==> src/rtl/ysyx_25020047_pkg.sv <==
// Shared types and constants for the ysyx_25020047 instruction fetch unit.
package ysyx_25020047_pkg;

  typedef enum logic [1:0] {
    IFU_REQ      = 2'd0,
    IFU_WAIT     = 2'd1,
    IFU_HOLD     = 2'd2,
    IFU_WAIT_NPC = 2'd3
  } ifu_state_e;

  localparam logic [31:0] RESET_PC_DEFAULT = 32'h8000_0000;
  localparam logic [31:0] INST_NOP         = 32'h0000_0013;

endpackage

==> src/rtl/ysyx_25020047_ifu_perf.sv <==
// Fetch and stall event counters for the IFU; both wrap at 2^64.
module ysyx_25020047_ifu_perf (
  input  logic        clk,
  input  logic        rst,
  input  logic        fetch_inc_i,
  input  logic        stall_inc_i,
  output logic [63:0] perf_fetch_cnt,
  output logic [63:0] perf_stall_cnt
);

  logic [63:0] fetch_cnt_q, fetch_cnt_d;
  logic [63:0] stall_cnt_q, stall_cnt_d;

  always_comb begin
    fetch_cnt_d = fetch_cnt_q + {63'd0, fetch_inc_i};
    stall_cnt_d = stall_cnt_q + {63'd0, stall_inc_i};
  end

  always_ff @(posedge clk) begin
    if (rst) begin
      fetch_cnt_q <= '0;
      stall_cnt_q <= '0;
    end else begin
      fetch_cnt_q <= fetch_cnt_d;
      stall_cnt_q <= stall_cnt_d;
    end
  end

  assign perf_fetch_cnt = fetch_cnt_q;
  assign perf_stall_cnt = stall_cnt_q;

endmodule

==> src/rtl/ysyx_25020047_ifu.sv <==
// Multi-cycle instruction fetch unit: REQ -> WAIT -> HOLD -> WAIT_NPC loop.
// Optional performance counters are enabled with the IFU_PERF_CNT_EN macro.
module ysyx_25020047_ifu
  import ysyx_25020047_pkg::*;
#(
  parameter int               XLEN     = 32,
  parameter logic [XLEN-1:0] RESET_PC = RESET_PC_DEFAULT
) (
  input  logic            clk,
  input  logic            rst,
  output logic            imem_req_valid,
  input  logic            imem_req_ready,
  output logic [XLEN-1:0] imem_req_addr,
  input  logic            imem_rsp_valid,
  input  logic [31:0]     imem_rsp_data,
  input  logic            imem_rsp_err,
  output logic            inst_valid,
  input  logic            inst_ready,
  output logic [31:0]     inst,
  output logic [XLEN-1:0] pc,
  output logic [XLEN-1:0] snpc,
  output logic            inst_err,
  input  logic            dnpc_valid,
  input  logic [XLEN-1:0] dnpc
`ifdef IFU_PERF_CNT_EN
  ,
  output logic [63:0]     perf_fetch_cnt,
  output logic [63:0]     perf_stall_cnt
`endif
);

  ifu_state_e      state_q, state_d;
  logic [XLEN-1:0] pc_q, pc_d;
  logic [31:0]     inst_q, inst_d;
  logic            err_q, err_d;
  logic            misaligned;

  assign misaligned = (pc_q[1:0] != 2'b00);

  always_comb begin
    state_d        = state_q;
    pc_d           = pc_q;
    inst_d         = inst_q;
    err_d          = err_q;
    imem_req_valid = 1'b0;
    inst_valid     = 1'b0;
    unique case (state_q)
      IFU_REQ: begin
        // A misaligned PC faults locally and never reaches the memory bus.
        if (misaligned) begin
          inst_d  = '0;
          err_d   = 1'b1;
          state_d = IFU_HOLD;
        end else begin
          imem_req_valid = 1'b1;
          if (imem_req_ready) state_d = IFU_WAIT;
        end
      end
      IFU_WAIT: begin
        if (imem_rsp_valid) begin
          inst_d  = imem_rsp_data;
          err_d   = imem_rsp_err;
          state_d = IFU_HOLD;
        end
      end
      IFU_HOLD: begin
        inst_valid = 1'b1;
        if (inst_ready) state_d = IFU_WAIT_NPC;
      end
      IFU_WAIT_NPC: begin
        if (dnpc_valid) begin
          pc_d    = dnpc;
          state_d = IFU_REQ;
        end
      end
      default: state_d = IFU_REQ;
    endcase
  end

  always_ff @(posedge clk) begin
    if (rst) begin
      state_q <= IFU_REQ;
      pc_q    <= RESET_PC;
      inst_q  <= '0;
      err_q   <= 1'b0;
    end else begin
      state_q <= state_d;
      pc_q    <= pc_d;
      inst_q  <= inst_d;
      err_q   <= err_d;
    end
  end

  assign imem_req_addr = pc_q;
  assign pc            = pc_q;
  assign inst          = inst_q;
  assign inst_err      = err_q;
  assign snpc          = pc_q + {{(XLEN-3){1'b0}}, 3'd4};

  // Stray handshake pulses are dropped by the FSM; flag them in simulation.
  always_ff @(posedge clk) begin
    if (!rst) begin
      assert (!(dnpc_valid && (state_q != IFU_WAIT_NPC)))
        else $warning("ifu: dnpc_valid ignored outside WAIT_NPC");
      assert (!(imem_rsp_valid && (state_q != IFU_WAIT)))
        else $error("ifu: imem_rsp_valid outside WAIT");
    end
  end

`ifdef IFU_PERF_CNT_EN
  logic fetch_inc, stall_inc;
  assign fetch_inc = (state_q == IFU_HOLD) && inst_ready;
  assign stall_inc = ((state_q == IFU_REQ) && !misaligned && !imem_req_ready) ||
                     ((state_q == IFU_WAIT) && !imem_rsp_valid);

  ysyx_25020047_ifu_perf u_perf (
    .clk            (clk),
    .rst            (rst),
    .fetch_inc_i    (fetch_inc),
    .stall_inc_i    (stall_inc),
    .perf_fetch_cnt (perf_fetch_cnt),
    .perf_stall_cnt (perf_stall_cnt)
  );
`endif

endmodule

==> config.mk <==
export PLATFORM = sky130hd
export DESIGN_NAME = ysyx_25020047_ifu
export DESIGN_NICKNAME = d
export VERILOG_FILES = /design/src/rtl/ysyx_25020047_pkg.sv /design/src/rtl/ysyx_25020047_ifu_perf.sv /design/src/rtl/ysyx_25020047_ifu.sv
export SDC_FILE = /design/constraint.sdc
export NUM_CORES = 1
export LEC_CHECK = 0
export BUFFER_PORTS_ARGS = -buffer_cell sky130_fd_sc_hd__buf_2
export CORE_MARGIN = 2
export CORE_UTILIZATION = 45
export DETAILED_ROUTE_END_ITERATION = 6
export GPL_TIMING_DRIVEN = 0
export PLACE_DENSITY = 0.83
export RECOVER_POWER = 25
export SLEW_MARGIN = 0
export SYNTH_ARGS = -nofsm -noshare
export SYNTH_HDL_FRONTEND = slang
export SYNTH_SLANG_ARGS = --single-unit
==> constraint.sdc <==
create_clock -name clk -period 3 [get_ports clk]
set_input_delay 0.6 -clock clk [delete_from_list [all_inputs] [get_ports clk]]
set_output_delay 0.6 -clock clk [all_outputs]
set_load 0.02 [all_outputs]
==> reports/summary.txt, run 1 <==
Hold violation count in the final report: 0
Worst Path Required: 2.40 ns
Worst setup slack for register-to-register paths: 1.06 ns
Run status: completed
Series of cell instances along the critical path: nand4_2 > nor4_4 > nand4_1 > xnor2_1 > buf_2
Number of cells on the worst hold path: 2
Most frequently used flop master after synthesis: dfxtp_1
Height of the die: 90.1 um
Core ar.: 0.00721 mm^2
Later-pin clock latency in the skew report: 0.33 ns
Post-synthesis to final-layout area growth: 37.6%
Maximum vdd drop: 0.465 mV
Worst Reg-to-Reg Cells: 8
Total of max-cap violations: 0
Fmax: 352 MHz
Setup repair after global routing missed its margin: no
Last weighted congestion value of the routability-driven placer: 0.836
Placement Setup Slack: 0.585 ns
Fraction of final layout cells with drive strength greater than 1: 0.328
Critical R2R Launch: state_q[1]
Number of library cell types mapped by synthesis: 33
CP Buf/Inv Count: 1
Floorplan die area: 0.00813 mm^2
GR Overflow Total: 0
Crit share post-route: 0.946
First DRT Iteration DRCs: 128
H-tree levels: 3
Area contributors post-synth: dfxtp_1, nand2_1, a21oi_1
Static leakage power: 0.00208 uW
IO buf count: 199
Cell with the biggest individual delay on the critical path: nor4_4
Sequential area share after synthesis: 0.402
Net total in the final layout: 712
TritonCTS Buffers: 9
Slew Limit Headroom: 0.608
DPL Wire Length: 7590 um
Antenna-violating nets left: 0
Hold Path Origin: inst[14]
# diodes: 0
FF-to-FF End: inst[11]
Warnings, synthesis: 0
Sort of element at the start of the critical path: flip-flop
Worst hold slack: 0.452 ns
Master cell of the clock root buffer: clkbuf_8
Worst setup skew after layout: 0.00925 ns
Number of buffers inserted by post-CTS setup repair: 0
Average routed wire per standard cell: 13.4 um
Clock net sink count: 67
Global-route usage over all layers: 0.235
Number of endpoints failing setup at the final stage: 0
Final sum of negative setup slack: 0 ns
Number of buffers on the longest clock path: 2
Sequential cell area: 0.00134 mm^2
Worst Path Arrival: 2.24 ns
Netlist Area Pre-Place: 0.00334 mm^2
Number of nets in the synthesized netlist: 502
Die span in x: 90.1 um
Peak fanout along the critical path: 8
Synth top area share: 0.402
TritonCTS clock tree: yes
# IOs: 202
Avg Vias per Cell: 4.99
Via total after detailed routing: 3,684
Initial antenna violation count: 0
Capture endpoint of the worst hold path: inst[14]
Critical path endpoint category: output port
Hold-fix buffers, CTS: 0
Shortest clock period the worst path allows after layout: 2.84 ns
Flip-flop and latch count after synthesis: 67
Synthesized netlist cell count: 426
Number of enable flip-flop cells after synthesis: 0
Family of cells with the greatest summed delay on the critical path: simple AND/OR/NAND/NOR gates
Global-route wire length before repair: 15,900 um
Router iterations before antenna repair: 4
Max-slew violations: 0
Crit-path max cell delay: 0.56 ns
Combined area of the multi-input logic cells: 0.00159 mm^2
Drt drc: 0
Share of flip-flops with an asynchronous set or reset after synthesis: 0
Worst Max-Slew Pin Slew: 0.586 ns
Routed wire length: 9870 um
Average cell area after synthesis: 7.84 um^2
Vias in the first global route: 3,367
Pin count of the biggest net entering global routing: 11
Minimum setup slack in the final design: 0.162 ns
Library cell occupying the most area in the post-synthesis netlist: dfxtp_1
Initial Util: 0.463
Row count: 31
Power per standard cell area: 606 mW/mm^2
Post-CTS Resized: 0
Setup Crit Path Kind: flip-flop to output port
Clock-pin transition on the worst setup and hold timing paths: 0.07 ns
Number of fill cells: 697
Path category of the worst min-delay check: flip-flop to flip-flop
## worst register-to-register path: cells and delay by family, from the launching register on
family	cells	cell delay, ns
buffers and inverters	3	0.63
AOI/OAI and AO/OA	1	0.15
muxes	1	0.40
DFF	1	0.34
and+or+nand+nor	2	0.20
adders and majority gates	1	0.15
## worst max-delay path by stage
stage	startpoint	slack [ns]	cells after the start	end
global route	imem_req_addr[9]	0.0002	5	snpc[31]
detailed placement	imem_req_addr[5]	0.59	5	snpc[31]
global placement	imem_req_addr[4]	0.62	5	snpc[31]
CTS	imem_req_addr[5]	0.14	5	snpc[31]
floorplan	imem_req_addr[5]	0.68	4	snpc[19]
finish	imem_req_addr[5]	0.16	5	snpc[31]
## Yosys cell counts, drive strengths merged (2+ instances only)
master / number
a21oi: 64
and2: 2
and3: 6
and4: 3
buf: 42
clkbuf: 23
dfxtp: 67
ha: 5
inv: 5
nand2: 106
nand2b: 3
nand3: 7
nand4: 47
nor2: 5
nor3: 2
o22ai: 2
xnor2: 24
xor2: 4
## kinds of logic (layout without fill, tap and decap cells)
kind of cell,after synthesis,in the layout,share of synthesized area
simple gates,188,188,0.279
fa+ha+maj,5,5,0.0187
xor+xnor,28,28,0.0734
mux,1,1,0.00337
flops,67,67,0.402
buf+inv,70,284,0.121
compound gates,67,67,0.103
## flip-flops by register name, summed over array words and instances (netlist names)
| name | count |
|---|---|
| inst_err | 1 |
| inst | 32 |
| imem_req_addr | 32 |
| state_q | 2 |
## cells in the final DEF, fill, tap and decap left out, types with 2 or more instances in the layout
cell and count:
nand2b_1 3, a21oi_1 64, xor2_1 4, buf_1 3
dfxtp_1 67, nand3_1 7, ha_1 5, nor2_1 5
nor3_1 2, clkbuf_8 11, o22ai_1 2, and3_1 6
and4_1 3, nand4_2 2, buf_2 156, nand4_1 45
buf_4 34, xnor2_1 24, nand2_1 105, inv_1 5
clkbuf_1 71
## report_power, final
part	internal (uW)	total [uW]	switching, uW	leakage [uW]
logic	331	1020	688	0.00144
registers	961	1030	66.3	0.000541
clock network	424	736	311	0.0000995
total	1720	2780	1070	0.00208
## layout make-up
type	count	area share
plain buffers	65	0.0839
clock buffers	13	0.0346
clock inverters	2	0.00763
inverters	5	0.00408
multi-input cells	289	0.347
flip-flops and latches	67	0.292
well taps	99	0.0270
repair buffers	199	0.204
## layer usage
layer	global-route usage	vias up	wire length, um
met4	0.0846	0	115
met5	0	-	0
met1	0.281	1686	4150
met2	0.411	149	4890
li1	-	1836	-
met3	0.0570	13	721
## per-stage QoR
step	area (um^2)	total power, uW	cells	utilization
2_1_floorplan	3340	1750	426	-
3_3_place_gp	4460	2040	724	0.618
3_5_place_dp	4460	2070	724	0.618
4_1_cts	4650	2810	739	0.645
5_1_grt	4590	2960	739	0.637
6_report	4590	2780	739	0.637
Note: power is estimated with default switching activity, not from simulation.
==> inputs of run 2 (changes only) <==
--- a/config.mk
+++ b/config.mk
@@ -10,9 +10,10 @@
 export CORE_UTILIZATION = 45
 export DETAILED_ROUTE_END_ITERATION = 6
 export GPL_TIMING_DRIVEN = 0
-export PLACE_DENSITY = 0.83
+export PLACE_DENSITY = 0.93
 export RECOVER_POWER = 25
 export SLEW_MARGIN = 0
 export SYNTH_ARGS = -nofsm -noshare
 export SYNTH_HDL_FRONTEND = slang
+export SYNTH_HIERARCHICAL = 1
 export SYNTH_SLANG_ARGS = --single-unit
==> reports/summary.txt, run 2 <==
Number of buffers inserted by post-CTS setup repair: 0
Fraction of final layout cells with drive strength greater than 1: 0.332
Final sum of negative setup slack: 0 ns
Total design power: 2770 uW
Crit share post-route: 0.933
Combined area of the multi-input logic cells: 0.00159 mm^2
Warnings, synthesis: 6
Setup Crit Path Kind: flip-flop to output port
Last weighted congestion value of the routability-driven placer: 0.835
Sequential cell area: 0.00134 mm^2
Crit-path max cell delay: 0.51 ns
Final design instance area without fill: 0.00460 mm^2
Library cell occupying the most area in the post-synthesis netlist: dfxtp_1
Sort of element at the start of the critical path: flip-flop
Number of enable flip-flop cells after synthesis: 0
Worst Path Arrival: 2.20 ns
Synthesized netlist cell count: 426
Worst Max-Slew Pin Slew: 0.558 ns
Series of cell instances along the critical path: nand4_2 > nor2_1 > nand4_1 > xnor2_1 > buf_2
Height of the die: 90.1 um
Area of placed instances: 0.00446 mm^2
Power per standard cell area: 602 mW/mm^2
Flip-flop and latch count after synthesis: 67
Master cell of the clock root buffer: clkbuf_8
Global-route wire length before repair: 15,900 um
Pin count of the biggest net entering global routing: 14
Slew Limit Headroom: 0.627
Average cell area after synthesis: 7.84 um^2
Most used standard cells in the synthesized netlist: nand2_1, dfxtp_1, a21oi_1
Fmax: 357 MHz
Floorplan die area: 0.00813 mm^2
Vias in the first global route: 3,469
DPL Wire Length: 7830 um
Netlist Area Pre-Place: 0.00334 mm^2
Die span in x: 90.1 um
Total of max-cap violations: 0
Initial antenna violation count: 0
Number of library cell types mapped by synthesis: 33
Worst setup skew after layout: 0.0135 ns
First DRT Iteration DRCs: 148
Peak fanout along the critical path: 8
IO buf count: 199
Most frequently used cell type in the post-synthesis netlist: nand2_1
TritonCTS Buffers: 9
Clock-pin transition on the worst setup and hold timing paths: 0.07 ns
# IOs: 202
Routed wire length: 9930 um
Initial Util: 0.463
Share of flip-flops with an asynchronous set or reset after synthesis: 0
Avg Vias per Cell: 5.01
Path category of the worst min-delay check: flip-flop to flip-flop
Max-slew violations: 0
Net total in the final layout: 712
Worst Path Required: 2.40 ns
Hold violation count in the final report: 0
Static leakage power: 0.00207 uW
Hold-fix buffers, CTS: 0
Global-route usage over all layers: 0.234
Post-CTS Resized: 0
Antenna-violating nets left: 0
Critical path endpoint category: output port
Synth top area share: 0.402
Via total after detailed routing: 3,710
Maximum vdd drop: 0.519 mV
Most common library cell in the layout ignoring fill and taps: buf_2
Number of endpoints failing setup at the final stage: 0
Sequential area share after synthesis: 0.402
Core ar.: 0.00721 mm^2
Number of fill cells: 684
Clock net sink count: 67
Later-pin clock latency in the skew report: 0.34 ns
TritonCTS clock tree: yes
Area contributors post-synth: dfxtp_1, nand2_1, a21oi_1
Router iterations before antenna repair: 4
H-tree levels: 3
Row count: 31
Shortest clock period the worst path allows after layout: 2.80 ns
Most frequently used flop master after synthesis: dfxtp_1
Number of nets in the synthesized netlist: 502
Number of buffers on the longest clock path: 2
Run status: completed
Post-synthesis to final-layout area growth: 37.8%
GR Overflow Total: 0
Average routed wire per standard cell: 13.4 um
# diodes: 0
Cell with the biggest individual delay on the critical path: nor2_1
Commonest cells after routing, fill and taps aside: buf_2, nand2_1, clkbuf_1
Drt drc: 0
Setup repair after global routing missed its margin: no
## run 2: cell type report
class | count | share of cell area
flip-flops and latches | 67 | 0.291
well taps | 99 | 0.0269
multi-input cells | 289 | 0.346
clock buffers | 9 | 0.0269
repair buffers | 199 | 0.204
inverters | 5 | 0.00408
plain buffers | 65 | 0.0837
clock inverters | 7 | 0.0169
## run 2: logic make-up (layout without fill, tap and decap cells)
| kind of cell | after synthesis | after routing | synth area share |
|---|---|---|---|
| XOR/XNOR | 28 | 28 | 0.0734 |
| adder cells (fa/ha/maj) | 5 | 5 | 0.0187 |
| AO/OA/AOI/OAI | 67 | 67 | 0.103 |
| flip-flops | 67 | 67 | 0.402 |
| multiplexers | 1 | 1 | 0.00337 |
| buffers and inverters | 70 | 285 | 0.121 |
| AND/OR/NAND/NOR | 188 | 188 | 0.279 |
## run 2: worst max-delay path, delay by kind of cell, from the launching register on
kind                      cells  cell delay [ns]
and+or+nand+nor               3             0.97
xor gates and xnor gates      1             0.23
DFF                           1             0.47
buffers and inverters         1             0.20
## run 2: where the power goes
part	switching [uW]	internal (uW)
logic	668	330
clock network	361	387
registers	63.6	961
## run 2: layer usage
metal | GRT usage | wire length, um
met1 | 0.254 | 3800
met2 | 0.437 | 5260
met3 | 0.0721 | 731
met4 | 0.0628 | 135
met5 | 0 | 0
## run 2: per-stage QoR
stage / hold WS [ns] / instances / util / setup WS, ns
finish: 0.451 / 740 / 0.638 / 0.202
global route: 0.464 / 740 / 0.638 / 0.0768
CTS: 0.452 / 740 / 0.646 / 0.220
detailed placement: 0.442 / 724 / 0.618 / 0.596
global placement: 0.437 / 724 / 0.618 / 0.630
floorplan: 0.529 / 426 / - / 0.679
## run 2: worst paths after layout
path                          start  slack, ns  depth (start not counted)       end
setup reg to reg         state_q[1]       1.08                          8  inst[24]
setup / recovery  imem_req_addr[10]       0.20                          5  snpc[28]
hold / removal             inst[28]       0.45                          2  inst[28]
hold reg to reg            inst[28]       0.45                          2  inst[28]
==> inputs of run 3 (changes only) <==
--- a/config.mk
+++ b/config.mk
@@ -5,12 +5,13 @@
 export SDC_FILE = /design/constraint.sdc
 export NUM_CORES = 1
 export LEC_CHECK = 0
+export ABC_AREA = 1
 export BUFFER_PORTS_ARGS = -buffer_cell sky130_fd_sc_hd__buf_2
 export CORE_MARGIN = 2
 export CORE_UTILIZATION = 45
 export DETAILED_ROUTE_END_ITERATION = 6
 export GPL_TIMING_DRIVEN = 0
-export PLACE_DENSITY = 0.93
+export PLACE_DENSITY = 0.9
 export RECOVER_POWER = 25
 export SLEW_MARGIN = 0
 export SYNTH_ARGS = -nofsm -noshare
==> reports/summary.txt, run 3 <==
Run status: completed
Number of nets in the synthesized netlist: 676
Crit share post-route: 0.867
Last weighted congestion value of the routability-driven placer: 0.871
# diodes: 0
Routed wire length: 11,500 um
Fraction of final layout cells with drive strength greater than 1: 0.294
IO buf count: 201
Netlist Area Pre-Place: 0.00386 mm^2
Most frequently used cell type in the post-synthesis netlist: nor2_1
Net total in the final layout: 888
Worst Max-Slew Pin Slew: 0.538 ns
Worst Path Arrival: 2.00 ns
Post-CTS Resized: 0
Sort of element at the start of the critical path: flip-flop
Setup repair after global routing missed its margin: no
Clock-pin transition on the worst setup and hold timing paths: 0.08 ns
GR Overflow Total: 0
Hold-fix buffers, CTS: 0
TritonCTS clock tree: yes
Shortest clock period the worst path allows after layout: 2.60 ns
Height of the die: 96.6 um
Warnings, synthesis: 6
Later-pin clock latency in the skew report: 0.34 ns
Post-synthesis to final-layout area growth: 33.2%
First DRT Iteration DRCs: 110
Router iterations before antenna repair: 4
Number of endpoints failing setup at the final stage: 0
Fmax: 384 MHz
Floorplan die area: 0.00933 mm^2
Sequential area share after synthesis: 0.348
Global-route usage over all layers: 0.245
Slew Limit Headroom: 0.641
Vias in the first global route: 4,067
TritonCTS Buffers: 9
Number of buffers inserted by post-CTS setup repair: 0
Initial Util: 0.467
Die span in x: 96.6 um
DPL Wire Length: 9050 um
Area contributors post-synth: dfxtp_1, nor2_1, nand2_1
Library cell occupying the most area in the post-synthesis netlist: dfxtp_1
Antenna-violating nets left: 0
Worst Path Required: 2.40 ns
Pin count of the biggest net entering global routing: 13
Share of flip-flops with an asynchronous set or reset after synthesis: 0
Peak fanout along the critical path: 6
Row count: 33
Synth top area share: 0.348
Clock net sink count: 67
Path category of the worst min-delay check: input pin to flip-flop
Average routed wire per standard cell: 12.4 um
Avg Vias per Cell: 4.78
Average cell area after synthesis: 6.43 um^2
Static leakage power: 0.00256 uW
Most used standard cells in the synthesized netlist: nor2_1, nand2_1, dfxtp_1
Max-slew violations: 0
Most common library cell in the layout ignoring fill and taps: buf_2
Number of buffers on the longest clock path: 2
Final sum of negative setup slack: 0 ns
Most frequently used flop master after synthesis: dfxtp_1
Setup Crit Path Kind: flip-flop to output port
H-tree levels: 3
Share of the core filled with cells in the final layout: 0.623
Hold violation count in the final report: 0
Number of library cell types mapped by synthesis: 25
Total design power: 4320 uW
Number of enable flip-flop cells after synthesis: 0
Power per standard cell area: 839 mW/mm^2
Via total after detailed routing: 4,406
Non-filler cells, final: 922
Maximum vdd drop: 0.797 mV
Total of max-cap violations: 0
Initial antenna violation count: 0
Core ar.: 0.00826 mm^2
Drt drc: 0
Global-route wire length before repair: 19,000 um
Critical path endpoint category: output port
Worst setup skew after layout: 0.0105 ns
Placed cells: 906
Flip-flop and latch count after synthesis: 67
Commonest cells after routing, fill and taps aside: buf_2, nor2_1, nand2_1
Master cell of the clock root buffer: clkbuf_8
Synthesized netlist cell count: 600
# IOs: 202
==> run 3: changes by cell type in the layout (fill, tap and decap cells not counted), sizes merged, moves of 19 or more <==
cell	previous run	this run
a21oi	64	6
clkbuf	79	60
nand2	106	162
nor2	5	174
nand4	47	1
nand3	7	40
o21ai	0	34
==> run 3: power breakdown <==
| group | leakage, uW | switching, uW | internal, uW |
|---|---|---|---|
| clock | 0.0000950 | 377 | 381 |
| sequential | 0.000546 | 186 | 1160 |
| combinational | 0.00192 | 1430 | 780 |
| total | 0.00256 | 2000 | 2320 |
==> run 3: critical path, cell delays in order (launching register included) <==
cell     delay (ns)
dfxtp_1        0.43
ha_1           0.28
nand3_2        0.15
nor2_1         0.28
nand3_1        0.19
xnor2_1        0.16
buf_2          0.18
==> run 3: stage by stage <==
stage	area (um^2)	hold WS (ns)	setup slack (ns)
after floorplan	3860	0.466	0.786
after global placement	5000	0.442	0.796
after detailed placement	5000	0.452	0.789
after CTS	5190	0.412	0.400
after global routing	5140	0.419	0.238
final	5140	0.422	0.399
==> run 3: final cells by class <==
type | count | area [um^2]
multi-input combinational | 452 | 2030
tap | 105 | 131
fill | 852 | 3120
timing repair buffer | 201 | 958
sequential | 67 | 1340
inverter | 22 | 82.6
clock inverter | 7 | 68.8
buffer | 59 | 405
clock buffer | 9 | 124
==> run 3: per-layer routing <==
metal	routed length [um]	part of all wire	track usage
met5	0	0	0
met3	961	0.084	0.0701
met1	4710	0.41	0.288
met4	263	0.023	0.0867
met2	5540	0.48	0.425
==> run 3: worst paths after layout <==
kind / start / to / slack, ns / cells after the start
min: rst / state_q[1] / 0.42 / 2
min reg2reg: inst_err / inst_err / 0.47 / 2
max reg2reg: state_q[0] / inst[27] / 1.33 / 8
max: imem_req_addr[3] / snpc[16] / 0.40 / 6
==> run 3: cell families (layout without fill, tap and decap cells) <==
group	Yosys count	count (layout)	synth area share
flops	67	67	0.348
fa+ha+maj	5	5	0.0162
xor+xnor	15	15	0.0340
buf+inv	81	298	0.126
compound gates	40	40	0.0519
simple gates	392	392	0.424
